### config.mk
export PLATFORM = sky130hd
export DESIGN_NAME = gpr_operand_fetch
export DESIGN_NICKNAME = d
export VERILOG_FILES = /design/src/rtl/gpr_operand_fetch.sv
export SDC_FILE = /design/constraint.sdc
export NUM_CORES = 1
export LEC_CHECK = 0
export BUFFER_PORTS_ARGS = -buffer_cell sky130_fd_sc_hd__buf_2
export CORE_ASPECT_RATIO = 0.75
export CORE_UTILIZATION = 45
export CTS_CLUSTER_DIAMETER = 200
export DETAILED_ROUTE_END_ITERATION = 10
export PLACE_DENSITY = 0.87
export SYNTH_ARGS = -nofsm -noshare
export SYNTH_HDL_FRONTEND = slang
export SYNTH_SLANG_ARGS = --single-unit
### constraint.sdc
create_clock -name iClk -period 2.7 [get_ports iClk]
set_clock_uncertainty 0.2 [all_clocks]
set_input_delay 0.54 -clock iClk [delete_from_list [all_inputs] [get_ports iClk]]
set_output_delay 0.54 -clock iClk [all_outputs]
set_load 0.1 [all_outputs]
### src/rtl/gpr_operand_fetch.sv
// Operand-fetch stage in front of the dual-port register file: 1-cycle registered reads,
// valid/ready hand-off to execute, and the single writeback path with operand bypass.
module gpr_operand_fetch #(
    parameter int unsigned DW = 32,
    parameter int unsigned AW = 6
) (
    input  logic          iClk,
    input  logic          iRst,
    input  logic          iIssValid,
    output logic          oIssReady,
    input  logic [AW-1:0] iSrcA,
    input  logic [AW-1:0] iSrcB,
    input  logic          iUseA,
    input  logic          iUseB,
    input  logic          iWbValid,
    output logic          oWbReady,
    input  logic [AW-1:0] iWbAddr,
    input  logic [DW-1:0] iWbData,
    output logic [AW-1:0] oAddrA,
    output logic [DW-1:0] oDInA,
    output logic          oWriteA,
    input  logic [DW-1:0] iDOutA,
    output logic [AW-1:0] oAddrB,
    output logic [DW-1:0] oDInB,
    output logic          oWriteB,
    input  logic [DW-1:0] iDOutB,
    output logic          oOpValid,
    input  logic          iOpReady,
    output logic [DW-1:0] oOpA,
    output logic [DW-1:0] oOpB
);

    typedef enum logic [1:0] {StIdle, StRead, StCapt, StOut} stateE;

    stateE         state;
    logic [AW-1:0] srcA, srcB;
    logic          useA, useB;
    logic [DW-1:0] opA, opB;

    logic issAccept, wbAccept, hitA, hitB;

    assign oIssReady = (state == StIdle) || ((state == StOut) && iOpReady);
    assign issAccept = iIssValid && oIssReady;

    // Port A is shared with the writeback, so writes are held off while the read is in flight.
    assign oWbReady  = (state != StRead);
    assign wbAccept  = iWbValid && oWbReady;

    assign oAddrA    = wbAccept ? iWbAddr : srcA;
    assign oDInA     = wbAccept ? iWbData : '0;
    assign oWriteA   = wbAccept;
    assign oAddrB    = srcB;
    assign oDInB     = '0;
    assign oWriteB   = 1'b0;

    assign hitA      = wbAccept && useA && (iWbAddr == srcA);
    assign hitB      = wbAccept && useB && (iWbAddr == srcB);

    assign oOpValid  = (state == StOut);
    assign oOpA      = opA;
    assign oOpB      = opB;

    always_ff @(posedge iClk or negedge iRst) begin
        if (!iRst) begin
            state <= StIdle;
            srcA  <= '0;
            srcB  <= '0;
            useA  <= 1'b0;
            useB  <= 1'b0;
            opA   <= '0;
            opB   <= '0;
        end else begin
            unique case (state)
                StIdle: begin
                    if (issAccept) state <= StRead;
                end
                StRead: state <= StCapt;
                StCapt: begin
                    state <= StOut;
                    opA   <= useA ? (hitA ? iWbData : iDOutA) : '0;
                    opB   <= useB ? (hitB ? iWbData : iDOutB) : '0;
                end
                StOut: begin
                    // Held operands track later writebacks until execute takes them.
                    if (hitA) opA <= iWbData;
                    if (hitB) opB <= iWbData;
                    if (iOpReady) state <= issAccept ? StRead : StIdle;
                end
            endcase
            if (issAccept) begin
                srcA <= iSrcA;
                srcB <= iSrcB;
                useA <= iUseA;
                useB <= iUseB;
            end
        end
    end

endmodule

==> impl_metrics.py, run 1 <==
metrics = {
    "logic_synthesis": {
        "post_synth_xor_area_fraction_pct": 2.11,
        "synth_seq_area_share_pct": 40.2,
        "postSynthCellCount": 537,
        "synth_compound_gate_area_share_pct": 17.4,
        "proportion_of_synthesized_area_in_mux_cells_pct": 8.98,
        "synth.avg_cell_area_um2": 9.27,
        "combinational_family_with_the_most_area_after_synthesis": "simple AND/OR/NAND/NOR gates",
        "synth_async_sr_flop_share_pct": 100,
        "number_of_storage_elements_in_the_synthesis_netlist": 80,
        "post_synthesis_share_of_cell_area_spent_on_full_adders_half_adders_and_majority_gates_pct": 1.26,
        "yosys.area_share.simple_pct": 17.8,
        "post_synth_edffs": 0,
        "synth_area_um2": 4980,
        "yosysWarningCount": 0,
        "synthDistinctLibCells": 41,
        "synthFlopType": "sky130_fd_sc_hd__dfrtp_1",
    },
    "floorplanning": {
        "dieHeight_um": 93.1,
        "row_count": 32,
        "count_of_pins_on_the_block_boundary": 266,
        "floorplan.initialDensity_pct": 47.3,
        "die_span_x_um": 123,
        "core_region_um2": 10500,
        "die_area_um2": 11500,
    },
    "worst_setup_path": {
        "worst-r2r-setup-slack_ns": 0.17,
        "kind_of_cell_with_the_highest_combined_delay_on_the_critical_path": "buffers and inverters",
        "timing.critical_path.to_type": "output port",
        "critPathMaxFanout": 7,
        "crit_slowest_cell": "sky130_fd_sc_hd__dfrtp_1",
        "worst_ep_required_time_ns": 1.96,
        "r2r-end": "oOpA[23]",
        "cp_slowest_stage_delay_ns": 0.36,
        "worst-endpoint-arrival_ns": 1.90,
        "r2r_cells": 7,
        "worstSetupStartpointType": "flop",
        "critical_path.reg2reg.startpoint": "state[0]",
        "crit_path_frequent_cell": "sky130_fd_sc_hd__buf_4",
        "timing.critical_path.cells": "inv_1 -> ha_4 -> nor2b_4 -> buf_4 -> mux2_2 -> buf_4",
        "worst-path-buf-inv": 3,
        "setup.worst_path.class": "flop to output port",
        "timing.critical_path.depth": 6,
    },
    "layout": {
        "areaGrowthSynthToFinish_pct": 45.1,
        "final_core_utilization_pct": 68.5,
        "layout-drive-gt1-share_pct": 43.3,
        "layout_filler_cell_count": 808,
        "antenna_cells": 0,
        "final_design_area_no_fill_um2": 7220,
        "final_net_count": 890,
        "regArea_um2": 2000,
        "multi_input_comb_area_um2": 2550,
    },
    "sta": {
        "fmax_mhz": 379,
        "drv_slew": 0,
        "worst_margin_pin_slew_ns": 1.07,
        "rsz_0062_raised_after_global_routing": "false",
        "slew_headroom_pct": 28.6,
        "hold_slack_ns": 0.233,
        "setup-violations-final": 0,
        "final_hold_viol_count": 0,
        "final_period_minus_worst_setup_slack_ns": 2.64,
        "fin_ws_ns": 0.0599,
        "min_period_over_period_pct": 97.8,
    },
    "clocking": {
        "worst_path_clk_slew_ns": 0.06,
        "clock-sinks": 80,
        "ctsRootBufferMaster": "sky130_fd_sc_hd__clkbuf_16",
        "ctsHtreeMaxLevel": 3,
        "cts_tree": "built",
        "cts.path.max_buffers": 2,
        "clock_insertion_delay_at_the_later_pin_of_the_skew_report_ns": 0.33,
        "clock_buffers_created_by_tritoncts": 9,
    },
    "routing": {
        "antenna_violating_nets_post_route": 0,
        "routedWlPerCell_um": 18.6,
        "drt_iter0_drc": 406,
        "first_pass_drt_iterations": 5,
        "via_count": 5013,
        "drt-vias-per-instance": 5.54,
        "wirelength_um": 16800,
        "drcViolationCount": 0,
    },
    "outcome": {
        "status": "finished clean",
    },
    "global_routing": {
        "via_count_of_the_first_global_routing_pass": 4549,
        "grt_start_max_net_pins": 48,
        "overflow": 0,
        "track_usage_pct": 29.7,
        "grt_pass1_wl_um": 25600,
        "number_of_antenna_violations_at_the_first_check_in_global_routing": 0,
    },
    "place": {
        "replace_congestion": 0.853,
        "placedInstanceArea_um2": 6750,
        "half_perimeter_wire_length_after_placement_um": 12600,
        "count_of_buffers_inserted_at_the_top_level_ports": 232,
        "post_placement_worst_setup_slack_ns": 0.0587,
    },
    "run": {
        "maxCapViolations": 0,
    },
    "min_path": {
        "hold_path_depth": 2,
        "holdPathEnd": "oOpA[14]",
        "type_of_the_most_critical_hold_path": "input pin to flop",
        "min_delay_src": "iDOutA[14]",
    },
}
how the worst max path moves through the flow:
stage / to / slack [ns] / from
after CTS: oAddrA[5] / 0.001 / state[0]
after detailed placement: oOpA[27] / 0.06 / iWbAddr[0]
after global routing: oAddrA[3] / 0.002 / state[1]
after floorplan: oAddrB[0] / -0.17 / state[1]
final: oAddrA[3] / 0.06 / state[1]
after global placement: oOpA[4] / 0.11 / iWbAddr[0]
layout by cell type, fill, tap and decap left out, drive strengths merged, types with 2 or more instances in the layout:
cell,instances
buf,258
dfrtp,80
nor2,52
inv,43
o21ai,36
conb,33
nand3,32
and2,32
a221o,26
a211oi,22
mux2,21
mux2i,21
nor3,21
a221oi,18
and3,14
clkbuf,10
xnor2,8
nand2,8
ha,5
xor2,4
a21oi,4
clkinv,3
bufinv,2
nor2b,2
nor4,2
metrics by stage:
stage / cells / TNS, ns
floorplan: 569 / -1.72
global placement: 884 / 0
detailed placement: 884 / 0
CTS: 905 / 0
global route: 905 / 0
finish: 905 / 0
cell usage after synthesis (2+ instances only):
master	instances	area, um2
sky130_fd_sc_hd__dfrtp_1	80	2000
sky130_fd_sc_hd__nor2_1	52	195
sky130_fd_sc_hd__inv_1	42	158
sky130_fd_sc_hd__buf_4	34	255
sky130_fd_sc_hd__and2_1	32	200
sky130_fd_sc_hd__nand3_1	32	160
sky130_fd_sc_hd__o21ai_0	29	145
sky130_fd_sc_hd__clkbuf_1	28	105
sky130_fd_sc_hd__a221o_1	26	260
sky130_fd_sc_hd__a211oi_1	22	165
sky130_fd_sc_hd__mux2_2	21	236
sky130_fd_sc_hd__mux2i_1	21	210
sky130_fd_sc_hd__nor3_1	20	100
sky130_fd_sc_hd__and3_1	14	87.6
sky130_fd_sc_hd__a221oi_1	11	96.3
sky130_fd_sc_hd__nand2_1	8	30.0
sky130_fd_sc_hd__xnor2_1	8	70.1
sky130_fd_sc_hd__a221oi_2	7	105
sky130_fd_sc_hd__o21ai_1	7	35.0
sky130_fd_sc_hd__buf_2	6	30.0
sky130_fd_sc_hd__ha_1	5	62.6
sky130_fd_sc_hd__buf_1	4	15.0
sky130_fd_sc_hd__buf_6	4	45.0
sky130_fd_sc_hd__xor2_1	4	35.0
sky130_fd_sc_hd__a21oi_1	3	15.0
sky130_fd_sc_hd__nor2b_1	2	12.5
routing by layer:
layer	GRT usage (%)	part of all wire, %
met1	38.6	42
met2	49.0	49
met3	5.67	7.0
met4	10.5	2.3
met5	0	0
registers in the layout, indices dropped and copies added, names as in the netlist:
signal,cells
oOpA,32
oOpB,32
oAddrB,6
srcA,6
state,2
useA,1
useB,1
worst register-to-register path: cells and delay by family (launching register included):
| family | cells | cell delay, ns |
|---|---|---|
| AOI/OAI and AO/OA | 2 | 0.55 |
| DFF | 1 | 0.44 |
| and+or+nand+nor | 2 | 0.60 |
| adders and majority gates | 1 | 0.27 |
| buffers and inverters | 2 | 0.36 |
cell type report:
cell class / instances / area share (%)
clock buffer: 10 / 3.31
clock inverter: 6 / 1.27
inverter: 42 / 2.18
multi-input combinational: 371 / 35.3
sequential: 80 / 27.7
tap: 136 / 2.36
timing repair buffer: 260 / 27.8
timing repair:
item	in CTS	in global routing
resized for setup	11	5
buffers inserted	3	0
hold buffers	1	0
endpoints found under the hold margin	33	0
endpoints found under the setup margin	39	41
gates cloned	1	0
logic make-up (layout without fill, tap and decap cells):
logic type | after synthesis | after routing
adder cells (fa/ha/maj) | 5 | 5
multiplexers | 42 | 42
AND/OR/NAND/NOR | 169 | 169
XOR/XNOR | 12 | 12
buffers and inverters | 118 | 318
AO/OA/AOI/OAI | 110 | 110
other | 1 | 33
flip-flops | 80 | 80
Power of run 1 is not shown: default switching activity piles up to over one toggle a cycle in this logic, so the estimate is an artifact.
==> inputs of run 2 (changes only) <==
--- a/config.mk
+++ b/config.mk
@@ -6,7 +6,7 @@
 export NUM_CORES = 1
 export LEC_CHECK = 0
 export BUFFER_PORTS_ARGS = -buffer_cell sky130_fd_sc_hd__buf_2
-export CORE_ASPECT_RATIO = 0.75
+export CORE_ASPECT_RATIO = 0.6
 export CORE_UTILIZATION = 45
 export CTS_CLUSTER_DIAMETER = 200
 export DETAILED_ROUTE_END_ITERATION = 10
==> run 2 against run 1 <==
Design area decreased by 1.2%. Sequential share of layout area increased by 0.35 points. Flip-flop and latch count unchanged. Setup slack improved by 0.0063 ns. First-iteration DRC count increased by 5.7%. Critical path depth unchanged.
==> impl_metrics.py, run 2 (synthesized netlist as in run 1, its figures left out) <==
metrics = {
    "routing": {
        "routedWlPerCell_um": 19.2,
        "drt-vias-per-instance": 5.52,
        "antenna_violating_nets_post_route": 0,
        "wirelength_um": 17400,
        "drt_iter0_drc": 429,
        "via_count": 5013,
        "first_pass_drt_iterations": 5,
        "drcViolationCount": 0,
    },
    "place": {
        "post_placement_worst_setup_slack_ns": 0.0299,
        "placed_cells": 887,
        "replace_congestion": 0.848,
        "count_of_buffers_inserted_at_the_top_level_ports": 232,
        "half_perimeter_wire_length_after_placement_um": 12900,
    },
    "clocking": {
        "ctsHtreeMaxLevel": 3,
        "clock_insertion_delay_at_the_later_pin_of_the_skew_report_ns": 0.33,
        "clock-sinks": 80,
        "cts.path.max_buffers": 2,
        "ctsRootBufferMaster": "sky130_fd_sc_hd__clkbuf_16",
        "clock_buffers_created_by_tritoncts": 9,
        "worst_path_clk_slew_ns": 0.06,
        "cts_tree": "built",
    },
    "layout": {
        "layout_filler_cell_count": 848,
        "post_layout_nonfiller_instances": 908,
        "layout.cells.most_common": "sky130_fd_sc_hd__buf_2",
        "mostFrequentLayoutCells": "sky130_fd_sc_hd__buf_2 (190), sky130_fd_sc_hd__dfrtp_1 (80), sky130_fd_sc_hd__nor2_1 (51), sky130_fd_sc_hd__inv_1 (42), sky130_fd_sc_hd__buf_12 (36)",
        "layout-drive-gt1-share_pct": 43.2,
        "areaGrowthSynthToFinish_pct": 43.3,
        "final_core_utilization_pct": 66.8,
        "final_net_count": 889,
    },
    "floorplanning": {
        "count_of_pins_on_the_block_boundary": 266,
        "row_count": 29,
        "dieHeight_um": 83.5,
        "die_span_x_um": 138,
        "die_area_um2": 11500,
        "core_region_um2": 10700,
        "floorplan.initialDensity_pct": 46.6,
    },
    "sta": {
        "setup-violations-final": 0,
        "final.setup.tns_ns": 0,
        "min_period_over_period_pct": 97.5,
        "rsz_0062_raised_after_global_routing": "true",
        "final_period_minus_worst_setup_slack_ns": 2.63,
        "final_hold_viol_count": 0,
        "fin_ws_ns": 0.0662,
        "slew_headroom_pct": 53.9,
        "worst_margin_pin_slew_ns": 0.690,
        "fmax_mhz": 380,
        "drv_slew": 0,
    },
    "worst_setup_path": {
        "crit_path_start": "state[1]",
        "worstSetupStartpointType": "flop",
        "critical_path.reg2reg.startpoint": "state[1]",
        "setup.worst_path.class": "flop to output port",
        "worst-endpoint-arrival_ns": 1.89,
        "timing.critical_path.to_type": "output port",
        "critPathMaxFanout": 9,
        "worst_ep_required_time_ns": 1.96,
    },
    "global_routing": {
        "grt_pass1_wl_um": 26000,
        "number_of_antenna_violations_at_the_first_check_in_global_routing": 1,
        "overflow": 0,
        "grt_start_max_net_pins": 46,
        "track_usage_pct": 29.7,
        "via_count_of_the_first_global_routing_pass": 4691,
    },
    "run": {
        "maxCapViolations": 0,
    },
    "outcome": {
        "status": "finished clean",
    },
    "min_path": {
        "min_delay_src": "iSrcB[0]",
        "type_of_the_most_critical_hold_path": "input pin to flop",
    },
}
[run 2: critical path, cell delays in order, from the launching register on]
cell,delay (ns)
sky130_fd_sc_hd__dfrtp_1,0.36
sky130_fd_sc_hd__inv_1,0.08
sky130_fd_sc_hd__ha_1,0.23
sky130_fd_sc_hd__nor2b_2,0.18
sky130_fd_sc_hd__buf_6,0.17
sky130_fd_sc_hd__mux2_2,0.36
sky130_fd_sc_hd__buf_6,0.19
[run 2: repair_timing]
action	4_1_cts	5_1_grt
gates cloned	0	1
gates resized for setup	7	10
setup endpoints to repair	28	62
setup buffers	1	1
hold buffers	1	0
hold endpoints to repair	26	0
pin swaps	0	1
[run 2: path summary, 6_finish.rpt]
path / slack [ns] / cells past startpoint / endpoint
min in group asynchronous: 0.51 / 2 / oOpA[2]
worst min-delay path: 0.24 / 2 / oAddrB[0]
worst max-delay path: 0.07 / 6 / oAddrA[4]
worst min register to register: 0.31 / 1 / oOpB[27]
worst max register to register: 0.21 / 8 / oOpA[21]
max in group asynchronous: 1.15 / 3 / oOpA[22]
[run 2: final cells by class]
cell class	instances	area [um2]	share of cell area, %
clock inverter	5	57.6	0.807
sequential	80	2000	28.1
multi-input combinational	372	2560	35.9
clock buffer	11	233	3.26
inverter	42	158	2.21
tap	139	174	2.44
antenna	1	2.50	0.0351
timing repair buffer	258	1940	27.3
[run 2: layer usage]
| layer | vias up | track usage [%] | part of all wire [%] |
|---|---|---|---|
| met2 | 265 | 46.0 | 45 |
| met3 | 16 | 6.56 | 8.1 |
| met1 | 2450 | 42.5 | 46 |
| li1 | 2282 | - | - |
| met5 | - | 0 | 0 |
| met4 | 0 | 6.32 | 1.0 |
[run 2: metrics by stage]
stage	hold slack, ns	cell area, um2
finish	0.242	7130
global route	0.237	7130
CTS	0.231	7070
detailed placement	0.293	6740
global placement	0.291	6740
floorplan	0.0444	5130
Power of run 2 is left out for the same reason.
==> inputs of run 3 (changes only) <==
--- a/config.mk
+++ b/config.mk
@@ -11,6 +11,7 @@
 export CTS_CLUSTER_DIAMETER = 200
 export DETAILED_ROUTE_END_ITERATION = 10
 export PLACE_DENSITY = 0.87
+export REMOVE_ABC_BUFFERS = 1
 export SYNTH_ARGS = -nofsm -noshare
 export SYNTH_HDL_FRONTEND = slang
 export SYNTH_SLANG_ARGS = --single-unit
==> constraint.sdc (replaced) <==
create_clock -name iClk -period 2.7 [get_ports iClk]
set_clock_uncertainty 0.2 [all_clocks]
set_input_delay 0.135 -clock iClk [delete_from_list [all_inputs] [get_ports iClk]]
set_output_delay 0.135 -clock iClk [all_outputs]
set_load 0.1 [all_outputs]
==> run 3 against run 2 <==
Register-to-register slack got worse by 0.02 ns. Final cell count grew 8.8%. Global-route usage rose by 2.7 points. Non-clock buffer count rose by 80. Clock-buffer cell count is the same. Critical endpoint is now oOpA[19]. Sequential share of layout area decreased by 1.5 points. Flip-flop and latch count stayed put. Die area unchanged. Fmax up 4.9%. Via count increased by 8.2%. Design area grew 5.6%. Core utilization is 3.8 points higher. Highest routed layer unchanged. Largest cell class unchanged.
==> impl_metrics.py, run 3 (synthesized netlist as in run 1, its figures left out) <==
metrics = {
    "outcome": {
        "status": "finished clean",
    },
    "sta": {
        "final_hold_viol_count": 0,
        "rsz_0062_raised_after_global_routing": "false",
        "fin_ws_ns": 0.189,
        "min_period_over_period_pct": 93.0,
        "drv_slew": 0,
        "fmax_mhz": 398,
        "setup-violations-final": 0,
        "slew_headroom_pct": 30.0,
        "worst_margin_pin_slew_ns": 1.05,
        "final_period_minus_worst_setup_slack_ns": 2.51,
    },
    "routing": {
        "drcViolationCount": 0,
        "via_count": 5423,
        "antenna_violating_nets_post_route": 0,
        "first_pass_drt_iterations": 5,
        "routedWlPerCell_um": 19.0,
        "wirelength_um": 18700,
        "drt_iter0_drc": 273,
        "drt-vias-per-instance": 5.49,
    },
    "clocking": {
        "clock_insertion_delay_at_the_later_pin_of_the_skew_report_ns": 0.32,
        "clock_buffers_created_by_tritoncts": 9,
        "clock-sinks": 80,
        "cts_tree": "built",
        "post_cts_buffers": 0,
        "cts.path.max_buffers": 2,
        "ctsRootBufferMaster": "sky130_fd_sc_hd__clkbuf_16",
        "worst_path_clk_slew_ns": 0.06,
        "ctsHtreeMaxLevel": 3,
    },
    "floorplanning": {
        "die_span_x_um": 138,
        "core_region_um2": 10700,
        "count_of_pins_on_the_block_boundary": 266,
        "floorplan.initialDensity_pct": 46.6,
        "dieHeight_um": 83.5,
        "row_count": 29,
        "die_area_um2": 11500,
    },
    "layout": {
        "mostFrequentLayoutCells": "sky130_fd_sc_hd__buf_2 (218), sky130_fd_sc_hd__dlygate4sd3_1 (84), sky130_fd_sc_hd__dfrtp_1 (80), sky130_fd_sc_hd__nor2_1 (51), sky130_fd_sc_hd__inv_1 (42)",
        "areaGrowthSynthToFinish_pct": 51.3,
        "final_net_count": 969,
        "layout.cells.most_common": "sky130_fd_sc_hd__buf_2",
        "final_design_area_no_fill_um2": 7530,
        "post_layout_nonfiller_instances": 988,
        "layout-drive-gt1-share_pct": 36.6,
    },
    "worst_setup_path": {
        "worst-r2r-setup-slack_ns": 0.19,
        "worst_ep_required_time_ns": 2.71,
        "crit_path_end": "oOpA[19]",
        "r2r_cells": 8,
        "critical_path.reg2reg.startpoint": "state[1]",
        "timing.critical_path.to_type": "flop",
        "crit_path_start": "state[1]",
        "crit_slowest_cell": "sky130_fd_sc_hd__dfrtp_1",
        "setup.worst_path.class": "flop to flop",
        "worstSetupStartpointType": "flop",
        "timing.critical_path.cells": "inv_1 -> ha_1 -> nand3b_4 -> nor4_4 -> and4_4 -> buf_4 -> o21ai_0 -> a221oi_1",
        "worst-endpoint-arrival_ns": 2.52,
        "r2r-end": "oOpA[19]",
        "cp_slowest_stage_delay_ns": 0.35,
        "critPathMaxFanout": 16,
    },
    "global_routing": {
        "via_count_of_the_first_global_routing_pass": 5443,
        "number_of_antenna_violations_at_the_first_check_in_global_routing": 1,
        "overflow": 0,
        "grt_start_max_net_pins": 81,
        "grt_pass1_wl_um": 28300,
        "track_usage_pct": 32.5,
    },
    "run": {
        "maxCapViolations": 0,
    },
    "place": {
        "half_perimeter_wire_length_after_placement_um": 12200,
        "replace_congestion": 0.869,
        "placed_cells": 886,
        "placedInstanceArea_um2": 6370,
        "post_placement_worst_setup_slack_ns": 0.0495,
        "count_of_buffers_inserted_at_the_top_level_ports": 232,
    },
    "min_path": {
        "type_of_the_most_critical_hold_path": "input pin to flop",
    },
}
==> run 3: changes by cell type in the layout (fill, tap and decap cells not counted), sizes merged <==
cell	before	now
dlygate4sd3	1	84
buf	257	254
clkinvlp	3	0
clkinv	1	3
diode	1	2
==> run 3: metrics by stage <==
| step | setup TNS, ns | util (%) | hold WS [ns] |
|---|---|---|---|
| final | 0 | 70.6 | 0.00902 |
| after global routing | 0 | 70.6 | 0.0255 |
| after CTS | 0 | 70.3 | 0.00662 |
| after detailed placement | 0 | 59.7 | 0.170 |
| after global placement | 0 | 59.7 | 0.159 |
| after floorplan | -174.12 | - | -0.361 |
==> run 3: worst min-delay path by stage <==
stage / start / to / slack (ns) / depth (start not counted)
final: iDOutB[26] / oOpB[26] / 0.009 / 4
after global routing: iDOutA[12] / oOpA[12] / 0.03 / 3
after CTS: iDOutB[26] / oOpB[26] / 0.007 / 4
after detailed placement: iDOutA[4] / oOpA[4] / 0.17 / 2
after global placement: iRst / oAddrB[2] / 0.16 / 1
after floorplan: iRst / oAddrB[0] / -0.36 / 0
==> run 3: per-layer routing <==
layer | up-vias | track usage, % | wire length [um]
met4 | 0 | 11.4 | 421
met1 | 2605 | 40.7 | 7440
met2 | 328 | 52.8 | 8940
li1 | 2447 | - | -
met5 | - | 0 | 0
met3 | 43 | 9.78 | 1950
==> run 3: what timing repair did <==
item,CTS,global route
gates resized for setup,0,4
hold endpoints to repair,159,0
hold buffers,84,0
setup endpoints to repair,0,43
==> run 3: final cells by class <==
cell class,count,area (um2)
clock buffers,11,243
well taps,139,174
diodes,2,5.00
multi-input cells,372,2540
clock inverters,4,45.0
repair buffers,338,2360
fillers,796,3140
flip-flops and latches,80,2000
inverters,42,158
==> run 3: critical path, delay by kind of cell, from the launching register on <==
kind	cells	cell delay [ns]
AO/OA/AOI/OAI	2	0.41
AND/OR/NAND/NOR	3	0.84
buffers and inverters	2	0.34
flip-flops	1	0.35
adder cells (fa/ha/maj)	1	0.24
Power of run 3 is left out for the same reason.
